--- src/rtl/mc_ctrl_pkg.sv ---
// Shared encodings for the multicycle MIPS control FSM.
// Holds the state encoding, opcode/funct constants and ALUControl codes.
package mc_ctrl_pkg;

  typedef enum logic [3:0] {
    S_FETCH    = 4'd0,
    S_DECODE   = 4'd1,
    S_MEMADR   = 4'd2,
    S_MEMREAD  = 4'd3,
    S_MEMWB    = 4'd4,
    S_MEMWRITE = 4'd5,
    S_EXECUTE  = 4'd6,
    S_ALUWB    = 4'd7,
    S_BRANCH   = 4'd8,
    S_ADDIEX   = 4'd9,
    S_ADDIWB   = 4'd10,
    S_TRAP     = 4'd11,
    S_JUMP     = 4'd12
  } state_t;

  localparam logic [5:0] OP_RTYPE = 6'b000000;
  localparam logic [5:0] OP_LW    = 6'b100011;
  localparam logic [5:0] OP_SW    = 6'b101011;
  localparam logic [5:0] OP_BEQ   = 6'b000100;
  localparam logic [5:0] OP_BGTZ  = 6'b000111;
  localparam logic [5:0] OP_ADDI  = 6'b001000;
  localparam logic [5:0] OP_J     = 6'b000010;

  localparam logic [5:0] FN_ADD = 6'b100000;
  localparam logic [5:0] FN_SUB = 6'b100010;
  localparam logic [5:0] FN_AND = 6'b100100;
  localparam logic [5:0] FN_OR  = 6'b100101;
  localparam logic [5:0] FN_SLT = 6'b101010;

  localparam logic [2:0] ALU_ADD = 3'b010;
  localparam logic [2:0] ALU_SUB = 3'b110;
  localparam logic [2:0] ALU_AND = 3'b000;
  localparam logic [2:0] ALU_OR  = 3'b001;
  localparam logic [2:0] ALU_SLT = 3'b111;

endpackage

--- src/rtl/multicycle_control_if.sv ---
// Control bundle between the multicycle control FSM and the datapath.
// master: the controller (reads instruction fields and mem_ready, drives
// every select/enable); slave: the datapath side.
interface multicycle_control_if;
  logic [5:0] Op;
  logic [5:0] Funct;
  logic       mem_ready;
  logic       IorD;
  logic       MemWrite;
  logic       IRWrite;
  logic       PCWrite;
  logic       Branch;
  logic       Bgtz;
  logic [1:0] PCSrc;
  logic       ALUSrcA;
  logic [1:0] ALUSrcB;
  logic [2:0] ALUControl;
  logic       RegDst;
  logic       MemtoReg;
  logic       RegWrite;
  logic       instr_done;
  logic       illegal;

  modport master (
    input  Op, Funct, mem_ready,
    output IorD, MemWrite, IRWrite, PCWrite, Branch, Bgtz, PCSrc,
           ALUSrcA, ALUSrcB, ALUControl, RegDst, MemtoReg, RegWrite,
           instr_done, illegal
  );

  modport slave (
    output Op, Funct, mem_ready,
    input  IorD, MemWrite, IRWrite, PCWrite, Branch, Bgtz, PCSrc,
           ALUSrcA, ALUSrcB, ALUControl, RegDst, MemtoReg, RegWrite,
           instr_done, illegal
  );
endinterface

--- src/rtl/alu_decoder.sv ---
// R-type funct decoder (combinational).
// Ports: funct in (Instr[5:0]); alu_control out (ALU op code);
// legal out (funct is one of add/sub/and/or/slt).
module alu_decoder
  import mc_ctrl_pkg::*;
(
  input  logic [5:0] funct,
  output logic [2:0] alu_control,
  output logic       legal
);

  always_comb begin
    alu_control = ALU_ADD;
    legal       = 1'b1;
    case (funct)
      FN_ADD:  alu_control = ALU_ADD;
      FN_SUB:  alu_control = ALU_SUB;
      FN_AND:  alu_control = ALU_AND;
      FN_OR:   alu_control = ALU_OR;
      FN_SLT:  alu_control = ALU_SLT;
      default: legal       = 1'b0;
    endcase
  end

endmodule

--- src/rtl/multicycle_control.sv ---
// Main control FSM of the multicycle MIPS core.
// Ports: clk, rst_n (async active-low); bus (master modport) carries
// Op/Funct/mem_ready in and all datapath selects/enables, instr_done and
// illegal out.
//
// state     | meaning
// FETCH     | read instruction at PC, PC += 4 (waits for mem_ready)
// DECODE    | precompute branch target, dispatch on Op
// MEMADR    | compute A + SignImm for lw/sw
// MEMREAD   | read data memory (waits for mem_ready)
// MEMWB     | write MDR to rt
// MEMWRITE  | write data memory (waits for mem_ready)
// EXECUTE   | R-type ALU op
// ALUWB     | write ALUOut to rd
// BRANCH    | compare and conditionally load PC (beq/bgtz)
// ADDIEX    | A + SignImm
// ADDIWB    | write ALUOut to rt
// JUMP      | load jump target
// TRAP      | illegal instruction, skip it
module multicycle_control
  import mc_ctrl_pkg::*;
(
  input  logic                        clk,
  input  logic                        rst_n,
  multicycle_control_if.master        bus
);

  state_t     state;
  logic [2:0] funct_alu;
  logic       funct_legal;

  alu_decoder u_alu_decoder (
    .funct       (bus.Funct),
    .alu_control (funct_alu),
    .legal       (funct_legal)
  );

  always_ff @(posedge clk or negedge rst_n) begin
    if (!rst_n) begin
      state <= S_FETCH;
    end else begin
      case (state)
        S_FETCH:    if (bus.mem_ready) state <= S_DECODE;
        S_DECODE: begin
          case (bus.Op)
            OP_LW, OP_SW:    state <= S_MEMADR;
            OP_RTYPE:        state <= funct_legal ? S_EXECUTE : S_TRAP;
            OP_BEQ, OP_BGTZ: state <= S_BRANCH;
            OP_ADDI:         state <= S_ADDIEX;
            OP_J:            state <= S_JUMP;
            default:         state <= S_TRAP;
          endcase
        end
        S_MEMADR:   state <= (bus.Op == OP_SW) ? S_MEMWRITE : S_MEMREAD;
        S_MEMREAD:  if (bus.mem_ready) state <= S_MEMWB;
        S_MEMWRITE: if (bus.mem_ready) state <= S_FETCH;
        S_EXECUTE:  state <= S_ALUWB;
        S_ADDIEX:   state <= S_ADDIWB;
        default:    state <= S_FETCH;
      endcase
    end
  end

  // Outputs decode straight from the state register; rst_n gates them so a
  // write in flight (MemWrite) drops the instant reset is asserted.
  always_comb begin
    bus.IorD       = 1'b0;
    bus.MemWrite   = 1'b0;
    bus.IRWrite    = 1'b0;
    bus.PCWrite    = 1'b0;
    bus.Branch     = 1'b0;
    bus.Bgtz       = 1'b0;
    bus.PCSrc      = 2'b00;
    bus.ALUSrcA    = 1'b0;
    bus.ALUSrcB    = 2'b00;
    bus.ALUControl = 3'b000;
    bus.RegDst     = 1'b0;
    bus.MemtoReg   = 1'b0;
    bus.RegWrite   = 1'b0;
    bus.instr_done = 1'b0;
    bus.illegal    = 1'b0;
    if (rst_n) begin
      case (state)
        S_FETCH: begin
          bus.ALUSrcB    = 2'b01;
          bus.ALUControl = ALU_ADD;
          bus.IRWrite    = bus.mem_ready;
          bus.PCWrite    = bus.mem_ready;
        end
        S_DECODE: begin
          bus.ALUSrcB    = 2'b11;
          bus.ALUControl = ALU_ADD;
        end
        S_MEMADR, S_ADDIEX: begin
          bus.ALUSrcA    = 1'b1;
          bus.ALUSrcB    = 2'b10;
          bus.ALUControl = ALU_ADD;
        end
        S_MEMREAD: bus.IorD = 1'b1;
        S_MEMWB: begin
          bus.MemtoReg   = 1'b1;
          bus.RegWrite   = 1'b1;
          bus.instr_done = 1'b1;
        end
        S_MEMWRITE: begin
          bus.IorD       = 1'b1;
          bus.MemWrite   = 1'b1;
          bus.instr_done = bus.mem_ready;
        end
        S_EXECUTE: begin
          bus.ALUSrcA    = 1'b1;
          bus.ALUControl = funct_alu;
        end
        S_ALUWB: begin
          bus.RegDst     = 1'b1;
          bus.RegWrite   = 1'b1;
          bus.instr_done = 1'b1;
        end
        S_BRANCH: begin
          bus.ALUSrcA    = 1'b1;
          bus.ALUControl = ALU_SUB;
          bus.PCSrc      = 2'b01;
          bus.Branch     = (bus.Op == OP_BEQ);
          bus.Bgtz       = (bus.Op == OP_BGTZ);
          bus.instr_done = 1'b1;
        end
        S_ADDIWB: begin
          bus.RegWrite   = 1'b1;
          bus.instr_done = 1'b1;
        end
        S_JUMP: begin
          bus.PCSrc      = 2'b10;
          bus.PCWrite    = 1'b1;
          bus.instr_done = 1'b1;
        end
        S_TRAP: begin
          bus.illegal    = 1'b1;
          bus.instr_done = 1'b1;
        end
        default: ;
      endcase
    end
  end

endmodule
--- src/flat_wrapper.sv ---
// flat-port wrapper written by rule: the top's interface ports become plain ports
module multicycle_control_flat import mc_ctrl_pkg::*;
  (clk, rst_n, bus_Op, bus_Funct, bus_mem_ready, bus_IorD, bus_MemWrite, bus_IRWrite, bus_PCWrite, bus_Branch, bus_Bgtz, bus_PCSrc, bus_ALUSrcA, bus_ALUSrcB, bus_ALUControl, bus_RegDst, bus_MemtoReg, bus_RegWrite, bus_instr_done, bus_illegal);
  multicycle_control_if bus_i ();
  input  logic clk;
  input  logic rst_n;
  input wire logic [$bits(bus_i.Op)-1:0] bus_Op;
  input wire logic [$bits(bus_i.Funct)-1:0] bus_Funct;
  input wire logic [$bits(bus_i.mem_ready)-1:0] bus_mem_ready;
  output wire logic [$bits(bus_i.IorD)-1:0] bus_IorD;
  output wire logic [$bits(bus_i.MemWrite)-1:0] bus_MemWrite;
  output wire logic [$bits(bus_i.IRWrite)-1:0] bus_IRWrite;
  output wire logic [$bits(bus_i.PCWrite)-1:0] bus_PCWrite;
  output wire logic [$bits(bus_i.Branch)-1:0] bus_Branch;
  output wire logic [$bits(bus_i.Bgtz)-1:0] bus_Bgtz;
  output wire logic [$bits(bus_i.PCSrc)-1:0] bus_PCSrc;
  output wire logic [$bits(bus_i.ALUSrcA)-1:0] bus_ALUSrcA;
  output wire logic [$bits(bus_i.ALUSrcB)-1:0] bus_ALUSrcB;
  output wire logic [$bits(bus_i.ALUControl)-1:0] bus_ALUControl;
  output wire logic [$bits(bus_i.RegDst)-1:0] bus_RegDst;
  output wire logic [$bits(bus_i.MemtoReg)-1:0] bus_MemtoReg;
  output wire logic [$bits(bus_i.RegWrite)-1:0] bus_RegWrite;
  output wire logic [$bits(bus_i.instr_done)-1:0] bus_instr_done;
  output wire logic [$bits(bus_i.illegal)-1:0] bus_illegal;
  assign bus_i.Op = bus_Op;
  assign bus_i.Funct = bus_Funct;
  assign bus_i.mem_ready = bus_mem_ready;
  assign bus_IorD = bus_i.IorD;
  assign bus_MemWrite = bus_i.MemWrite;
  assign bus_IRWrite = bus_i.IRWrite;
  assign bus_PCWrite = bus_i.PCWrite;
  assign bus_Branch = bus_i.Branch;
  assign bus_Bgtz = bus_i.Bgtz;
  assign bus_PCSrc = bus_i.PCSrc;
  assign bus_ALUSrcA = bus_i.ALUSrcA;
  assign bus_ALUSrcB = bus_i.ALUSrcB;
  assign bus_ALUControl = bus_i.ALUControl;
  assign bus_RegDst = bus_i.RegDst;
  assign bus_MemtoReg = bus_i.MemtoReg;
  assign bus_RegWrite = bus_i.RegWrite;
  assign bus_instr_done = bus_i.instr_done;
  assign bus_illegal = bus_i.illegal;
  multicycle_control u_core (.clk(clk), .rst_n(rst_n), .bus(bus_i));
endmodule
--- config.mk ---
export PLATFORM = sky130hd
export DESIGN_NAME = multicycle_control_flat
export DESIGN_NICKNAME = d
export VERILOG_FILES = /design/src/rtl/mc_ctrl_pkg.sv /design/src/rtl/multicycle_control_if.sv /design/src/rtl/alu_decoder.sv /design/src/rtl/multicycle_control.sv /design/src/flat_wrapper.sv
export SDC_FILE = /design/constraint.sdc
export NUM_CORES = 1
export LEC_CHECK = 0
export CELL_PAD_IN_SITES_DETAIL_PLACEMENT = 0
export CELL_PAD_IN_SITES_GLOBAL_PLACEMENT = 1
export CORE_ASPECT_RATIO = 1.2
export CORE_MARGIN = 1.5
export CORE_UTILIZATION = 27
export DETAILED_ROUTE_END_ITERATION = 10
export MAX_ROUTING_LAYER = met4
export PLACE_DENSITY = 0.8
export SLEW_MARGIN = 5
export SYNTH_ARGS = -nofsm -noshare
export SYNTH_HDL_FRONTEND = slang
export SYNTH_HIERARCHICAL = 1
export SYNTH_SLANG_ARGS = --single-unit
--- constraint.sdc ---
create_clock -name clk -period 1.28 [get_ports clk]
set_clock_uncertainty 0.15 [all_clocks]
set_input_delay 0.192 -clock clk [delete_from_list [all_inputs] [get_ports clk]]
set_output_delay 0.192 -clock clk [all_outputs]
set_load 0.05 [all_outputs]
## After elaboration in Yosys (flattened, before gate mapping)

Cells that the tools add are included.

- Output and inout port bits: 19
- Logic and storage cells: 78
- Register bits after elaboration: 4

- Equality and inequality tests: 26
- Mux-type cells: 39
- Reductions and logical operators: 12

Operator list:

| kind | number |
|---|---|
| equality test 6 bit (second input constant) | 7 |
| one-hot mux 4 bit (7 select lines) | 1 |
| 2-to-1 mux 1 bit | 23 |
| equality test 4 bit (second input constant) | 5 |
| one-hot mux 4 bit (5 select lines) | 1 |
| equality test 4 x 3 -> 1 bit (second input constant) | 4 |
| 2-to-1 mux 4 bit | 4 |
| equality test 6 x 3 -> 1 bit (second input constant) | 2 |
| one-hot mux 3 bit (4 select lines) | 1 |
| one-hot mux 3 bit (3 select lines) | 1 |
| equality test 4 x 2 -> 1 bit (second input constant) | 2 |
| OR reduction 2 bit | 4 |
| OR reduction 4 bit | 2 |
| equality test 6 x 2 -> 1 bit (second input constant) | 1 |
| equality test 6 x 4 -> 1 bit (second input constant) | 1 |
| logical NOT 6 bit | 1 |
| 2-to-1 mux 3 bit | 2 |
| != test 2 bit (second input constant) | 3 |
| one-hot mux 2 bit (3 select lines) | 1 |
| OR reduction 6 bit | 1 |
| OR reduction 5 bit | 1 |
| equality test 4 x 1 -> 1 bit (second input constant) | 1 |
| logical NOT 4 bit | 1 |
| 2-to-1 mux 2 bit | 2 |
| other kinds (4) | 5 |

## Longest topological paths before layout

- Depth in word-level cells: 6
- Depth in mapped cells: 5
- Mapped depth without buffers: 5

## Hierarchy

Netlist, hierarchy kept.

By module, submodules not included:

| module | instances | area each (um^2) | cells an instance |
|---|---|---|---|
| multicycle_control | 1 | 732.0 | 99 |
| alu_decoder | 1 | 86.3 | 9 |

## Worst setup path before layout

No wires, ideal clock.

- Kind: reg2out
- Start point: register u_core.state[0]
- End point: output bus_Branch
- Slack: -1.409 ns
- Stages on the path, launching flop included: 5
- Arrival: 2.347 ns
- Path through: dfrtp_1 nor2_1 and3_1 nand4b_1 nor3_1

- Word-level cells in the longest chain between the ends: 3

Ends and longest elaborated chain:

| what | line | text |
|---|---|---|
| from (decl) | multicycle_control.sv:28 | `state_t state;` |
| from (signal assigned) | multicycle_control.sv:47 | `OP_RTYPE: state <= funct_legal ? S_EXECUTE : S_TRAP;` |
| from (signal assigned) | multicycle_control.sv:54 | `S_MEMADR: state <= (bus.Op == OP_SW) ? S_MEMWRITE : S_MEMREAD;` |
| equality test 4 bit | multicycle_control.sv:83 | `case (state)` |
| 2-to-1 mux 1 bit | multicycle_control.sv:83 |  |
| 2-to-1 mux 1 bit | multicycle_control.sv:82 | `if (rst_n) begin` |
| to (decl) | flat_wrapper.sv:14 | `output wire logic [$bits(bus_i.Branch)-1:0] bus_Branch;` |

No other way between the ends.

## Worst setup path in the final report

- Start point: register u_core.state[3]
- End point: output bus_ALUSrcA

- Word-level cells in the longest chain between the ends: 4
- Elaborated cells between the ends (all ways): 7
- Those cells by class: eq/ne (4); mux (2); reduce/logical (1)

Ends and longest elaborated chain:

| what | line | text |
|---|---|---|
| equality test 4 x 2 -> 1 bit (tied with other cells) | multicycle_control.sv:83 |  |
| OR reduction 4 bit (no line) * | -- |  |
| 2-to-1 mux 1 bit * | multicycle_control.sv:83 |  |
| 2-to-1 mux 1 bit * | multicycle_control.sv:82 |  |
| to (decl) | flat_wrapper.sv:17 | `output wire logic [$bits(bus_i.ALUSrcA)-1:0] bus_ALUSrcA;` |

Every way passes the cells marked *; elsewhere a longest branch is shown, timed or not.

==> results <==
power breakdown:
part           switching [mW]  internal (mW)  total, mW
clock network          0.0707          0.118      0.189
registers              0.0751          0.197      0.272
logic                    1.97           2.10       4.07
cell families (layout without fill, tap and decap cells):
| group | Yosys count | after routing | share of synthesized area |
|---|---|---|---|
| compound gates | 25 | 25 | 0.222 |
| simple gates | 61 | 61 | 0.486 |
| xor+xnor | 2 | 2 | 0.0214 |
| mux | 3 | 3 | 0.0382 |
| fa+ha+maj | 1 | 1 | 0.0122 |
| flops | 4 | 4 | 0.122 |
| buf+inv | 12 | 102 | 0.0979 |
synthesized netlist by cell type (all sizes together) (3+ instances only):
| master | n | area [um^2] |
|---|---|---|
| nor3b | 3 | 22.5 |
| buf | 8 | 65.1 |
| o21ai | 5 | 25.0 |
| o211ai | 3 | 27.5 |
| a21oi | 5 | 28.8 |
| nor2b | 4 | 25.0 |
| inv | 3 | 11.3 |
| nand2b | 6 | 55.1 |
| and3 | 3 | 18.8 |
| nor3 | 6 | 30.0 |
| nand2 | 9 | 33.8 |
| dfrtp | 4 | 100 |
| nor2 | 12 | 47.6 |
final cells by class:
cell class	count	area (um^2)
inverter	3	11.3
multi-input combinational	92	997
clock buffer	4	26.3
tap	34	42.5
timing repair buffer	95	1090
sequential	4	103
fill	166	563
cell usage in the layout, fill, tap and decap left out, drive strengths merged, types with 3 or more instances in the layout:
| cell | n |
|---|---|
| nand2 | 9 |
| nor3 | 6 |
| inv | 3 |
| dfrtp | 4 |
| o211ai | 3 |
| nand2b | 6 |
| o21ai | 5 |
| dlygate4sd2 | 5 |
| nor2 | 12 |
| buf | 82 |
| nor3b | 3 |
| and3 | 3 |
| a21oi | 5 |
| nor2b | 4 |
| clkbuf | 7 |
| clkdlybuf4s15 | 3 |
per-layer routing:
metal | vias up | wire length [um] | share of wire
met5 | - | 0 | 0
met4 | 0 | 128 | 0.032
met1 | 615 | 1400 | 0.35
met3 | 10 | 108 | 0.027
li1 | 581 | - | -
met2 | 40 | 2360 | 0.59
what timing repair did:
action	CTS	global route
endpoints found under the setup margin	23	23
gates resized for setup	62	44
buffers inserted	15	13
hold buffers	0	0
pin swaps	22	19
gates cloned	0	0
critical path: cells and delay by family (launching register included):
| kind | cells | cell delay [ps] |
|---|---|---|
| AOI/OAI and AO/OA | 1 | 190 |
| buffers and inverters | 3 | 380 |
| DFF | 1 | 400 |
| and+or+nand+nor | 2 | 460 |
path summary, 6_finish.rpt:
| check | to | slack [ps] | cells past startpoint |
|---|---|---|---|
| worst min register to register | u_core/state[0]$_DFFE_PN0P_ | 590 | 4 |
| worst max-delay path | bus_ALUSrcA | -750 | 6 |
| min in group clk | u_core/state[0]$_DFFE_PN0P_ | 360 | 5 |
| worst min-delay path | u_core/state[1]$_DFFE_PN0P_ | 130 | 2 |
| max in group asynchronous | u_core/state[3]$_DFFE_PN0P_ | 610 | 3 |
| worst max register to register | u_core/state[1]$_DFFE_PN0P_ | -320 | 7 |
through the flow:
stage / instances / hold WS (ps) / instance area, um^2
floorplan: 108 / -254 / 1020
global placement: 207 / 365 / 1780
detailed placement: 207 / 356 / 1780
CTS: 223 / 97.8 / 2090
global route: 232 / 152 / 2270
finish: 232 / 126 / 2270
==> flow_summary.toml <==
[run_status]
outcome = "finished, violations left"
violations = "setup timing"

[route]
wire_per_inst_um = 17.2
ant_nets = 0
vias = 1246
drt_iter0_markers = 37
via_per_inst = 5.37
firstDrtPassIters = 4
drcViolationCount = 0
routed_wl_um = 3990

[clock_network]
cts.sinks = 4
clk_latency_ps = 250
h-tree-depth = 1
tritoncts = "built"
cts_buffers = 3
clock_path_buffers = 2
clkTransAtPathRegs_ps = 50
root_buffer = "clkbuf_4"

[die]
dieHeight_um = 63.3
io_pins = 34
die_w_um = 53.3
placementRows = 21
die_area_um2 = 3370
initial_core_util = 0.288
core-area_um2 = 2840

[critical_path]
crit_slowest_cell = "dfrtp_1"
critPathArrivalTime_ps = 1680
reg2reg_from = "u_core/state[1]$_DFFE_PN0P_"
slowest_delay_ps = 400
worstPathRequired_ps = 940
start_kind = "flop"
path_cells = "and2b_2, buf_6, and2b_2, buf_6, o21a_4, buf_8"
worstPathMaxFanout = 3
critPathKind = "reg2out"
end_kind = "primary output"
crit_path_start = "u_core/state[3]$_DFFE_PN0P_"

[layout]
top_register = "u_core/state"
fin_util = 0.802
top_regs = "u_core/state: 4 flops"
final_nets = 214
largest_reg_flops = 4
antenna_cells = 0
areaGrowthSynthToFinish_pct = 178
drive_gt1_frac = 0.732

[synthesis]
yosys_warnings = 6
synth-edff-count = 0
yosysUniqueCellTypes = 50
synth_ff_type = "dfrtp_1"
syn_nets = 123
synthCells = 108
ys_seq_elements = 4
ys_seq_area_frac = 0.122
synthArstFlopShare = 1.00
avgSynthCellArea_um2 = 7.58
synth_area_um2 = 818

[placed_design]
finalWeightedCongestion = 0.803
dp_slack_ps = -704
dp_hpwl_um = 2320
portBuffers = 33

[global_routing]
antenna_found_initial = 0
grt_use_met1 = 0.252
use_met3 = 0.00474
grt_use_met2 = 0.426
grt_usage = 0.231
grt-busiest-layer = "met2"
gr-total-overflow = 0
grt_pass1_vias = 1246
grt_pass1_wl_um = 5750
grt_max_degree = 16

[power]
power-per-cell-area_nw_per_um2 = 1990
total_power_mw = 4.54
p_leak_nw = 0.923
ir_drop_mv = 1.16

[sta]
hold_viol = 0
fin_ws_ps = -746
timing.fmax_ghz = 0.494
post-route-period-util = 1.58
max_slew_margin = 0.763
period_needed_ps = 2030
setup_violations = 22
rsz0062_at_grt = "yes"
tightestPinTransition_ps = 351
slew_violations = 0
tns_ps = -12810

[hold_path]
hold_class = "in2async"

[run]
drv_cap = 0
Note: power is estimated with default switching activity, not from simulation.
